### src/rtl/sb_bus_arbiter.sv
// sb_bus_arbiter: round-robin owner selection for the shared OR'd system bus.
// One master is granted per transaction. The arbiter follows that transaction
// until a slave ends it. A watchdog ends hung transactions with a bus error,
// so a stalled master or slave can never lock up the bus.
//
// Request/grant handshake: a master raises request_i[m] and holds it until its
// transaction completes. grant_o[m] rises one cycle after arbitration. The
// master begins with sb_begin_transaction_i while granted. The grant drops on
// the edge that samples the slave end, a request withdrawal before begin, or a
// watchdog expiry. Every transaction is arbitrated on its own, so there is at
// least one cycle with grant_o == 0 between two grants.
module sb_bus_arbiter #(
    parameter int NUM_MASTERS    = 4,
    parameter int TIMEOUT_WIDTH  = 8,
    parameter int TIMEOUT_CYCLES = 200
) (
    input  logic                   sb_clock_i,
    input  logic                   sb_reset_n_i,
    input  logic [NUM_MASTERS-1:0] request_i,
    input  logic                   sb_begin_transaction_i,
    input  logic                   sb_end_transaction_i,
    input  logic                   sb_error_i,
    output logic [NUM_MASTERS-1:0] grant_o,
    output logic [2:0]             active_master_o,
    output logic                   sb_end_transaction_o,
    output logic                   sb_error_o,
    output logic                   busy_o,
    output logic [7:0]             timeout_count_o,
    output logic [1:0]             dbg_state_o
);

    typedef enum logic [1:0] {
        ST_IDLE    = 2'd0,
        ST_GRANTED = 2'd1,
        ST_BUSY    = 2'd2
    } state_t;

    // The watchdog value seen during the last cycle allowed in GRANTED or BUSY.
    localparam logic [TIMEOUT_WIDTH-1:0] WD_LAST = TIMEOUT_WIDTH'(TIMEOUT_CYCLES - 1);

    state_t                   r_state;
    state_t                   w_state_nxt;
    logic [NUM_MASTERS-1:0]   r_grant;
    logic [NUM_MASTERS-1:0]   w_grant_nxt;
    logic [2:0]               r_active;
    logic [2:0]               w_active_nxt;
    logic [2:0]               r_last;
    logic [2:0]               w_last_nxt;
    logic [TIMEOUT_WIDTH-1:0] r_wd;
    logic [TIMEOUT_WIDTH-1:0] w_wd_nxt;
    logic                     w_timeout;
    logic                     r_tmo_pulse;
    logic [7:0]               r_tmo_count;

    logic                     w_rr_found;
    logic [2:0]               w_rr_winner;
    logic [NUM_MASTERS-1:0]   w_rr_onehot;
    logic                     w_req_held;
    logic                     w_wd_expired;
    logic                     w_unused_error;

    // The slave error belongs to the master that owns the bus. The arbiter
    // never needs it.
    assign w_unused_error = sb_error_i;

    assign w_req_held   = |(request_i & r_grant);
    assign w_wd_expired = (r_wd == WD_LAST);

    // Round-robin search: first requester above r_last, else wrap to the lowest requester.
    always_comb begin
        w_rr_found  = 1'b0;
        w_rr_winner = '0;
        w_rr_onehot = '0;
        for (int i = 0; i < NUM_MASTERS; i++) begin
            if (!w_rr_found && request_i[i] && (i > int'(r_last))) begin
                w_rr_found     = 1'b1;
                w_rr_winner    = 3'(i);
                w_rr_onehot[i] = 1'b1;
            end
        end
        for (int i = 0; i < NUM_MASTERS; i++) begin
            if (!w_rr_found && request_i[i]) begin
                w_rr_found     = 1'b1;
                w_rr_winner    = 3'(i);
                w_rr_onehot[i] = 1'b1;
            end
        end
    end

    // Next-state logic. Begin and end take priority over a watchdog expiry in the same cycle.
    always_comb begin
        w_state_nxt  = r_state;
        w_grant_nxt  = r_grant;
        w_active_nxt = r_active;
        w_last_nxt   = r_last;
        w_wd_nxt     = r_wd;
        w_timeout    = 1'b0;
        case (r_state)
            ST_IDLE: begin
                if (w_rr_found) begin
                    w_state_nxt  = ST_GRANTED;
                    w_grant_nxt  = w_rr_onehot;
                    w_active_nxt = w_rr_winner;
                    w_last_nxt   = w_rr_winner;
                    w_wd_nxt     = '0;
                end
            end
            ST_GRANTED: begin
                if (sb_begin_transaction_i) begin
                    w_state_nxt = ST_BUSY;
                    w_wd_nxt    = '0;
                end else if (!w_req_held) begin
                    w_state_nxt = ST_IDLE;
                    w_grant_nxt = '0;
                end else if (w_wd_expired) begin
                    w_state_nxt = ST_IDLE;
                    w_grant_nxt = '0;
                    w_timeout   = 1'b1;
                end else begin
                    w_wd_nxt = r_wd + 1'b1;
                end
            end
            ST_BUSY: begin
                if (sb_end_transaction_i) begin
                    w_state_nxt = ST_IDLE;
                    w_grant_nxt = '0;
                end else if (w_wd_expired) begin
                    w_state_nxt = ST_IDLE;
                    w_grant_nxt = '0;
                    w_timeout   = 1'b1;
                end else begin
                    w_wd_nxt = r_wd + 1'b1;
                end
            end
            default: begin
                w_state_nxt = ST_IDLE;
                w_grant_nxt = '0;
            end
        endcase
    end

    // State, grant and watchdog registers. Reset abandons any transaction silently.
    always_ff @(posedge sb_clock_i or negedge sb_reset_n_i) begin
        if (!sb_reset_n_i) begin
            r_state  <= ST_IDLE;
            r_grant  <= '0;
            r_active <= '0;
            r_last   <= 3'(NUM_MASTERS - 1);
            r_wd     <= '0;
        end else begin
            r_state  <= w_state_nxt;
            r_grant  <= w_grant_nxt;
            r_active <= w_active_nxt;
            r_last   <= w_last_nxt;
            r_wd     <= w_wd_nxt;
        end
    end

    // One-cycle end/error pulse on expiry, and a saturating count of expiries.
    always_ff @(posedge sb_clock_i or negedge sb_reset_n_i) begin
        if (!sb_reset_n_i) begin
            r_tmo_pulse <= 1'b0;
            r_tmo_count <= '0;
        end else begin
            r_tmo_pulse <= w_timeout;
            if (w_timeout && (r_tmo_count != 8'hFF)) begin
                r_tmo_count <= r_tmo_count + 8'd1;
            end
        end
    end

    assign grant_o              = r_grant;
    assign active_master_o      = r_active;
    assign sb_end_transaction_o = r_tmo_pulse;
    assign sb_error_o           = r_tmo_pulse;
    assign busy_o               = (r_state != ST_IDLE);
    assign timeout_count_o      = r_tmo_count;
    assign dbg_state_o          = r_state;

endmodule

### config.mk
export PLATFORM = sky130hd
export DESIGN_NAME = sb_bus_arbiter
export DESIGN_NICKNAME = d
export VERILOG_FILES = /design/src/rtl/sb_bus_arbiter.sv
export SDC_FILE = /design/constraint.sdc
export NUM_CORES = 1
export LEC_CHECK = 0
export ABC_AREA = 1
export CAP_MARGIN = 20
export CORE_ASPECT_RATIO = 0.7
export CORE_MARGIN = 2
export CORE_UTILIZATION = 45
export DETAILED_ROUTE_END_ITERATION = 8
export PLACE_DENSITY = 0.72
export SYNTH_ARGS = -nofsm -noshare
export SYNTH_HDL_FRONTEND = slang
export SYNTH_SLANG_ARGS = --single-unit
### constraint.sdc
create_clock -name sb_clock_i -period 1.5 [get_ports sb_clock_i]
set_clock_uncertainty 0.05 [all_clocks]
set_input_delay 0.375 -clock sb_clock_i [delete_from_list [all_inputs] [get_ports sb_clock_i]]
set_output_delay 0.375 -clock sb_clock_i [all_outputs]
set_load 0.05 [all_outputs]
==> results.toml, run 1 <==
[cts]
clk_pin_slew_worst_paths_ns = 0.10
clk_path_buf_depth = 2
numCtsBuffers = 3
cts_tree = "built"
cts_root_buffer = "clkbuf_8"
htree_num_levels = 1
clk_latency_ns = 0.28
clock-sinks = 27

[die]
rows = 19
ios = 29
fp.dieW_um = 79.34
die_h_um = 56.74
dieArea_sq_mm = 0.004501
start_util = 0.4614
coreArea_sq_mm = 0.003875

[routing]
routed_via_density = 5.146
routed-via-count = 1868
wirelength_mm = 5.378
drc = 0
antenna_left = 0
initialDrtViolationCount = 85
post_drt_wl_per_cell_um = 14.82
dr.pass1.iters = 5

[synthesis]
syn_nets = 247
syn_inst = 231
synth.distinct_cells = 35
syn-cell-area_sq_mm = 0.001788
ys_async_sr_fraction = 1.000
avgSynthCellArea_sq_um = 7.740
synth_ff_type = "dfrtp_1"
synthTopCellsByArea = "dfrtp_1 35%, nand2_1 17%, nand3_1 5.0%, ha_1 4.9%, inv_1 4.4%"
ys_seq_elements = 27
synth_top_area_share = 0.3499
synth_area_leader_cell = "dfrtp_1"
seq_area_frac_synth = 0.3793
ys_warn_count = 0
synth-edff-count = 0

[pwr]
p_comb_frac = 0.688
power.switching_mw = 2.174
ir_worst_vdd_mv = 1.466
p_seq_frac = 0.222
p_int_mw = 2.573
p_leak_nw = 1.465
power_density_mw_per_mm2 = 1548
p_sw_frac = 0.4580
totalPowerFinal_mw = 4.748
p_clk_frac = 0.090

[placed_design]
postPlaceCellArea_sq_mm = 0.002648
numPortBuffers = 26
dp_hpwl_mm = 3.589
place.gp.congestion = 0.8528

[grt]
antenna_found_initial = 0
grt_pass1_vias = 1850
track_usage = 0.2532
grt_overflow = 0
grt_pass1_wl_mm = 8.914
grt_max_degree = 28

[worst_setup_path]
slowest_delay_ns = 0.52
start_kind = "flop"
end_kind = "output pin"
path_class = "flop to output pin"
critical_path_arrival_ns = 1.29
cp_max_fo = 3
slowest_stage = "dfrtp_4"
worstPathRequired_ns = 1.07
path_cells = "inv_4, ha_4, clkinvlp_4, buf_8"

[sta]
finalMaxSlewViolations = 0
worst_slack_ns = -0.2148
period_needed_ns = 1.715
timing.hold.ws_ns = 0.3954
setup_violations = 28
rsz0062_at_grt = "yes"
period_share = 1.143
clock.fmax_ghz = 0.5831
fin_tns_setup_ns = -4.191
finalHoldViolCount = 0

[status]
violations = "negative setup slack"
status = "complete, but fails checks"

[hold_path]
hp-class = "input pin to asynchronous set/reset pin"

[cells_and_area]
layout-drive-gt1-share = 0.5145
fin_util = 0.7917
fin_nets = 328
nFillCells = 244
final_common_cell = "nand2_1"
fin_area_sq_mm = 0.003068
mostFrequentLayoutCells = "57 x nand2_1, 40 x buf_4, 21 x dfrtp_1"
area_growth_pct = 71.59
n_antenna_cell = 0

[job]
drv_cap = 0
==> sequential cells by signal, summed over array words and instances, names as in the netlist <==
name,flops
r_wd,8
timeout_count_o,8
grant_o,4
active_master_o,2
dbg_state_o,2
r_last,2
sb_end_transaction_o,1
==> stage by stage <==
step           setup WS, ns  instances
6_report            -0.2148        363
5_1_grt             -0.2673        363
4_1_cts             -0.1975        360
3_5_place_dp        -0.5626        343
3_3_place_gp        -0.5213        343
2_1_floorplan       -0.1886        231
==> logic make-up (layout without fill, tap and decap cells) <==
group                    count (synthesis)  after routing  synth area share
other                                    1              1          0.002097
AO/OA/AOI/OAI                           21             21           0.07837
adder cells (fa/ha/maj)                  7              7           0.04898
XOR/XNOR                                 8              8           0.03918
flip-flops                              27             27            0.3793
AND/OR/NAND/NOR                        136            137            0.3758
buffers and inverters                   31            110           0.07627
==> per-layer routing <==
layer,vias to the layer above,GRT usage,share of wire
met3,11,0.04823,0.052
met4,0,0.04680,0.018
met2,57,0.4213,0.49
met5,-,0,0
met1,906,0.3472,0.44
li1,894,-,-
==> power groups by stage <==
stage | registers [mW] | clock network, mW | logic, mW
after floorplan | 1.40 | 0 | 1.09
after global placement | 1.04 | 0 | 2.58
after detailed placement | 1.05 | 0 | 2.64
after CTS | 1.05 | 0.433 | 3.07
after global routing | 1.07 | 0.462 | 3.47
final | 1.05 | 0.428 | 3.27
==> final timing paths <==
path	from	to	slack (ns)	cells past startpoint
worst max register to register	dbg_state_o[0]	timeout_count_o[0]	-0.21	10
worst min-delay path	sb_reset_n_i	active_master_o[0]	0.40	2
worst max-delay path	dbg_state_o[0]	busy_o	-0.21	4
min in group sb_clock_i	r_last[0]	r_last[0]	0.46	2
max in group asynchronous	sb_reset_n_i	r_last[0]	0.78	2
worst min register to register	r_last[0]	r_last[0]	0.46	2
==> critical path, delay by kind of cell, from the launching register on <==
kind	cells	cell delay (ns)
buffers and inverters	3	0.35
DFF	1	0.52
adders and majority gates	1	0.14
==> synth_stat cells (3+ instances only) <==
master,number
nand4_1,6
nand3_1,18
nand2_1,79
o21ai_2,8
inv_2,4
ha_1,7
nand2_4,3
o21ai_0,5
xor2_1,4
nor2_1,11
nand2_2,6
dfrtp_1,25
inv_1,21
o21ai_1,5
xnor2_1,4
==> what timing repair did <==
item	CTS	global route
hold buffers	0	0
pin swaps	22	14
buffers inserted	12	3
resized for setup	53	21
endpoints found under the setup margin	28	29
gates cloned	2	0
==> area by class of cell <==
| class | instances | area [sq um] | area share |
|---|---|---|---|
| Tap cell | 52 | 65.06 | 0.02121 |
| Sequential cell | 27 | 685.7 | 0.2235 |
| Timing Repair inverter | 1 | 6.256 | 0.002039 |
| Multi-Input combinational cell | 174 | 1259 | 0.4103 |
| Timing Repair Buffer | 77 | 873.3 | 0.2847 |
| Inverter | 28 | 133.9 | 0.04364 |
| Clock buffer | 4 | 45.04 | 0.01468 |
Note: power is estimated with default switching activity, not from simulation.
==> inputs of run 2 (changes only) <==
- SLEW_MARGIN: default -> 20
==> results of run 2 <==
Same layout as run 1: the final DEF is identical, and so are final timing and power.
==> inputs of run 3 (changes only) <==
- CAP_MARGIN: 20 -> default
==> results of run 3 <==
Same layout as run 1: the final DEF is identical, and so are final timing and power.
==> RTL change 1: new RTL, flow settings as in run 1 <==
`NUM_MASTERS`: 4 -> 8.
--- a/src/rtl/sb_bus_arbiter.sv
+++ b/src/rtl/sb_bus_arbiter.sv
@@ -12,3 +12,3 @@
 module sb_bus_arbiter #(
-    parameter int NUM_MASTERS    = 4,
+    parameter int NUM_MASTERS    = 8,
     parameter int TIMEOUT_WIDTH  = 8,
Ports: changed (resized grant_o and request_i); port bits go from 29 to 37. The function was not compared with the original's and may differ.
==> RTL change 1 against run 1 <==
- the run still ends with setup timing left
- total power grew 49%
- cell area grew 33%
- sequential cell count grew 6
- sequential share of layout area shrank 1.7 points
- hold slack lost 0.0084 ns
- area after synthesis grew 23%
- routed wire length grew 44%
- setup slack lost 0.63 ns
- largest power group unchanged
==> RTL change 1: results (changes against run 1) <==
| Metric | Value |
|---|---|
| Status | `finished, violations left` |
| Failing checks | `setup timing` |
| DP Wirelength | `5.23 mm (+46%)` |
| Fillers | `226 (-7.4%)` |
| Drt total wl | `7.75 mm (+44%)` |
| Layout cells sized above 1 | `51.5% (about the same)` |
| Vias/cell | `5.40 (+4.9%)` |
| First-pass GRT wire length | `12.6 mm (+41%)` |
| Endpoints failing setup | `35 (+25%)` |
| GR Util met3 | `5.94% (+1.1 points)` |
| Post-synth top cells | `nand2_1, inv_1, dfrtp_1` |
| Met2 Use GR | `46.0% (+3.9 points)` |
| Largest net degree at the start of global routing | `34 (+21%)` |
| Pre-CTS WS | `-1.10 ns (-0.538 ns)` |
| Gp weighted congestion | `0.954 (+12%)` |
| Sequential Area | `842 µm² (+23%)` |
| Worst Slack Setup Final | `-0.843 ns (-0.628 ns)` |
| Yosys cell types | `37 (+5.7%)` |
| WL met3 | `593 µm (+110%)` |
| CTS sink count | `33 (+22%)` |
| Final nets | `453 (+38%)` |
| CTS resizes | `43 (-19%)` |
| Top-area cell type share of the netlist area | `34.2% (-0.74 points)` |
| GRT Total Usage | `29.7% (+4.4 points)` |
| Clk slew on worst S/H paths | `0.08 ns (-0.02 ns)` |
| Met1 global-route usage | `41.2% (+6.4 points)` |
| Routed length on met2 | `3.54 mm (+34%)` |
| CTS Buf Count | `5 (+2)` |
| Post-CTS Setup Bufs | `11 (-1)` |
| Cells after DPL | `468 (+36%)` |
| Area of the multi-input gates | `1440 µm² (+14%)` |
| DRT iter0 DRCs | `334 (+290%)` |
| Leak Pwr | `0.00199 µW (+36%)` |
| Routed WL per cell | `15.7 µm (+6.3%)` |
| Synth area leaders | `dfrtp_1, nand2_1, inv_1` |
==> RTL change 1: changes by cell type in the layout (fill, tap and decap cells not counted), moves of 7 or more <==
| cell | run 1 | this run |
|---|---|---|
| nand2_4 | 10 | 2 |
| dfrtp_2 | 3 | 10 |
| nand2_2 | 19 | 11 |
| nor2_4 | 3 | 10 |
| inv_1 | 16 | 31 |
| buf_4 | 40 | 95 |
| nand4_1 | 6 | 14 |
| nor2_1 | 8 | 17 |
==> RTL change 1: worst register-to-register path: cells and delay by family (launching register included) <==
kind,cells,cell delay (ns)
flops,1,0.61
buf+inv,1,0.15
simple gates,14,1.49
==> RTL change 1: cell families after synthesis <==
logic type / share of synthesized area [%]
flip-flops: 37.8
XOR/XNOR: 4.00
AO/OA/AOI/OAI: 11.8
buffers and inverters: 8.73
AND/OR/NAND/NOR: 34.2
adder cells (fa/ha/maj): 3.42
==> RTL change 1: worst paths after layout <==
path	depth (start not counted)	to	slack (ns)	from
worst max-delay path	15	grant_o[7]	-0.84	r_last[1]
worst min-delay path	2	sb_end_transaction_o	0.39	sb_reset_n_i
worst max register to register	15	grant_o[7]	-0.84	r_last[1]
worst min register to register	2	active_master_o[2]	0.50	active_master_o[2]
max in group asynchronous	2	r_last[2]	0.76	sb_reset_n_i
min in group sb_clock_i	2	active_master_o[2]	0.50	active_master_o[2]
==> RTL change 1: metrics by stage <==
step | cell area [µm²] | setup TNS, ns
after global routing | 4080 | -27.16
after detailed placement | 3610 | -30.14
after floorplan | 2310 | -14.47
after global placement | 3610 | -27.88
after CTS | 3960 | -19.33
final | 4080 | -23.30
==> RTL change 1: where the power goes <==
part	switching [µW]	total [µW]	leakage (µW)	internal, µW
registers	215	1340	0.000425	1120
clock network	377	918	0.0000574	541
logic	2620	4830	0.00151	2210
==> RTL change 2: new RTL, config.mk and constraints of run 1 <==
Made on the original files. Put one more register stage on the output `sb_error_o`, with the module's reset. The value now appears one clock later. The other outputs are not delayed to match.
--- a/src/rtl/sb_bus_arbiter.sv
+++ b/src/rtl/sb_bus_arbiter.sv
@@ -174,3 +174,9 @@
     assign sb_end_transaction_o = r_tmo_pulse;
-    assign sb_error_o           = r_tmo_pulse;
+    always_ff @(posedge sb_clock_i or negedge sb_reset_n_i) begin
+        if (!sb_reset_n_i) begin
+            sb_error_o <= '0;
+        end else begin
+            sb_error_o <= r_tmo_pulse;
+        end
+    end
     assign busy_o               = (r_state != ST_IDLE);
Behaviour: same outputs for any inputs over 10 cycles, from zero or initial values and one cycle with sb_reset_n_i low; that may be too few to reach the edited logic, so the function may still have changed.
==> RTL change 2 against run 1 <==
- the run still ends with setup timing left
- first-iteration DRC count grew 54%
- core utilization up 1.1 points
- count of clock-buffer cells in the layout fell by 1
- non-clock buffer count up 4
- routed wire length is 4.0% higher
- fmax shrank 1.3%
- area after synthesis down 3.1%
- via count rose by 3.8%
- setup slack got worse by 0.022 ns
- die area is 3.0% lower
- total power fell by 1.3%
- sequential cell count increased by 1
- cell area is 5.7% lower
- highest routed layer unchanged
==> RTL change 2: results (changes against run 1) <==
| Metric | Value |
|---|---|
| Worst reg-to-reg path cell count | `8 (-2)` |
| Synth area leaders | `dfrtp_1, nand2_1, inv_1` |
| Max incr delay on CP | `0.59 ns (+0.07 ns)` |
| CTS Buffer Depth | `2 (unchanged)` |
| Post-synth top cells | `nand2_1, dfrtp_1, inv_1` |
| Leak Pwr | `0.00141 µW (-3.9%)` |
| Syn Nets | `250 (+1.2%)` |
| WL met3 | `428 µm (+54%)` |
| Via count of the first global-routing pass | `1,840 (-0.54%)` |
| Layout cells sized above 1 | `43.6% (-7.9 points)` |
| Yosys cell types | `31 (-11%)` |
| Cells after DPL | `354 (+3.2%)` |
| Status | `finished, violations left` |
| Endpoints failing setup | `29 (+3.6%)` |
| Post-route insts no fill | `369 (+1.7%)` |
| GRT Total Usage | `25.4% (+0.092 points)` |
| Worst Slack Setup Final | `-0.237 ns (-0.0218 ns)` |
| Post-route setup TNS | `-4.89 ns (-0.704 ns)` |
| Register area share after synthesis | `40.6% (+2.7 points)` |
| R2R Path Start | `r_last[1]` |
| CP max-delay cell | `dfstp_2` |
| Via count | `1,939 (+3.8%)` |
| Clock power share | `12.9% (+3.9 points)` |
| Synthesized instance count | `234 (+1.3%)` |
| Largest net degree at the start of global routing | `21 (-25%)` |
| Failing checks | `setup timing` |
| M1 wire length | `2.49 mm (+5.8%)` |
| DP Wirelength | `3.78 mm (+5.3%)` |
| Gp weighted congestion | `0.898 (+5.2%)` |
| Hold WS | `0.347 ns (-0.0489 ns)` |
| DRT iter0 DRCs | `131 (+54%)` |
| Routed length on met2 | `2.56 mm (-3.6%)` |
| Switching share of power | `43.6% (-2.2 points)` |
| Fillers | `216 (-11%)` |
| CP Data Arrival Time | `1.91 ns (+0.62 ns)` |
| First-pass GRT wire length | `8.70 mm (-2.4%)` |
| Reg2Reg Capture Point | `grant_o[1]` |
| Dominant synthesized flop cell | `dfrtp_1` |
| Drt total wl | `5.60 mm (+4.0%)` |
| DRT Pass-1 Iters | `6 (+1)` |
| Peak supply drop | `0.00144 V (-2.0%)` |
-- RTL change 2: cell type report --
| class | count | share of cell area [%] |
|---|---|---|
| inverters | 29 | 4.28 |
| repair buffers | 81 | 30.5 |
| clock inverters | 1 | 1.04 |
| clock buffers | 3 | 1.43 |
| flip-flops and latches | 28 | 24.5 |
| repair inverters | 1 | 0.130 |
| multi-input cells | 176 | 36.0 |
| well taps | 50 | 2.16 |
-- RTL change 2: layer usage --
layer  global-route usage, %  vias up
li1                        -      914
met1                    35.8      914
met2                    39.4       93
met3                    6.17       18
met4                    6.52        0
met5                       0        -
-- RTL change 2: through the flow --
stage | setup WS, ns | cell area (µm²)
floorplan | -0.196 | 1770
global placement | -0.456 | 2610
detailed placement | -0.522 | 2610
CTS | -0.183 | 2860
global route | -0.315 | 2890
finish | -0.237 | 2890
-- RTL change 2: kinds of logic after synthesis --
| family | after synthesis | share of synthesized area, % |
|---|---|---|
| simple gates | 138 | 36.3 |
| buf+inv | 31 | 7.37 |
| flops | 28 | 40.6 |
| compound gates | 22 | 6.86 |
| xor+xnor | 7 | 3.54 |
| fa+ha+maj | 7 | 5.06 |
| other cells | 1 | 0.217 |
-- RTL change 2: worst max path at each step --
stage / from / slack [ns] / cells after the start / endpoint
global placement: request_i[1] / -0.46 / 11 / timeout_count_o[6]
floorplan: dbg_state_o[0] / -0.20 / 12 / timeout_count_o[6]
CTS: r_last[1] / -0.18 / 9 / r_wd[3]
global route: r_last[1] / -0.31 / 8 / grant_o[1]
detailed placement: request_i[1] / -0.52 / 11 / timeout_count_o[7]
finish: r_last[1] / -0.24 / 8 / grant_o[1]
-- RTL change 2: power groups by stage --
stage / Clock [µW] / Sequential (µW) / Combinational [µW]
final: 604 / 1060 / 3020
after global routing: 634 / 1070 / 3190
after CTS: 609 / 1050 / 2840
after detailed placement: 0 / 1050 / 2440
after global placement: 0 / 1050 / 2380
after floorplan: 0 / 1370 / 871
-- RTL change 2: repair_timing --
item                       in CTS  in global routing
gates cloned                    2                  0
setup endpoints to repair      27                 29
pin swaps                      15                 13
buffers inserted                8                  1
gates resized for setup        43                 10
-- RTL change 2: worst max-delay path, delay by kind of cell (launching register included) --
family          cells  cell delay (ns)
buf+inv             1             0.06
compound gates      1             0.40
flops               1             0.59
simple gates        6             0.57
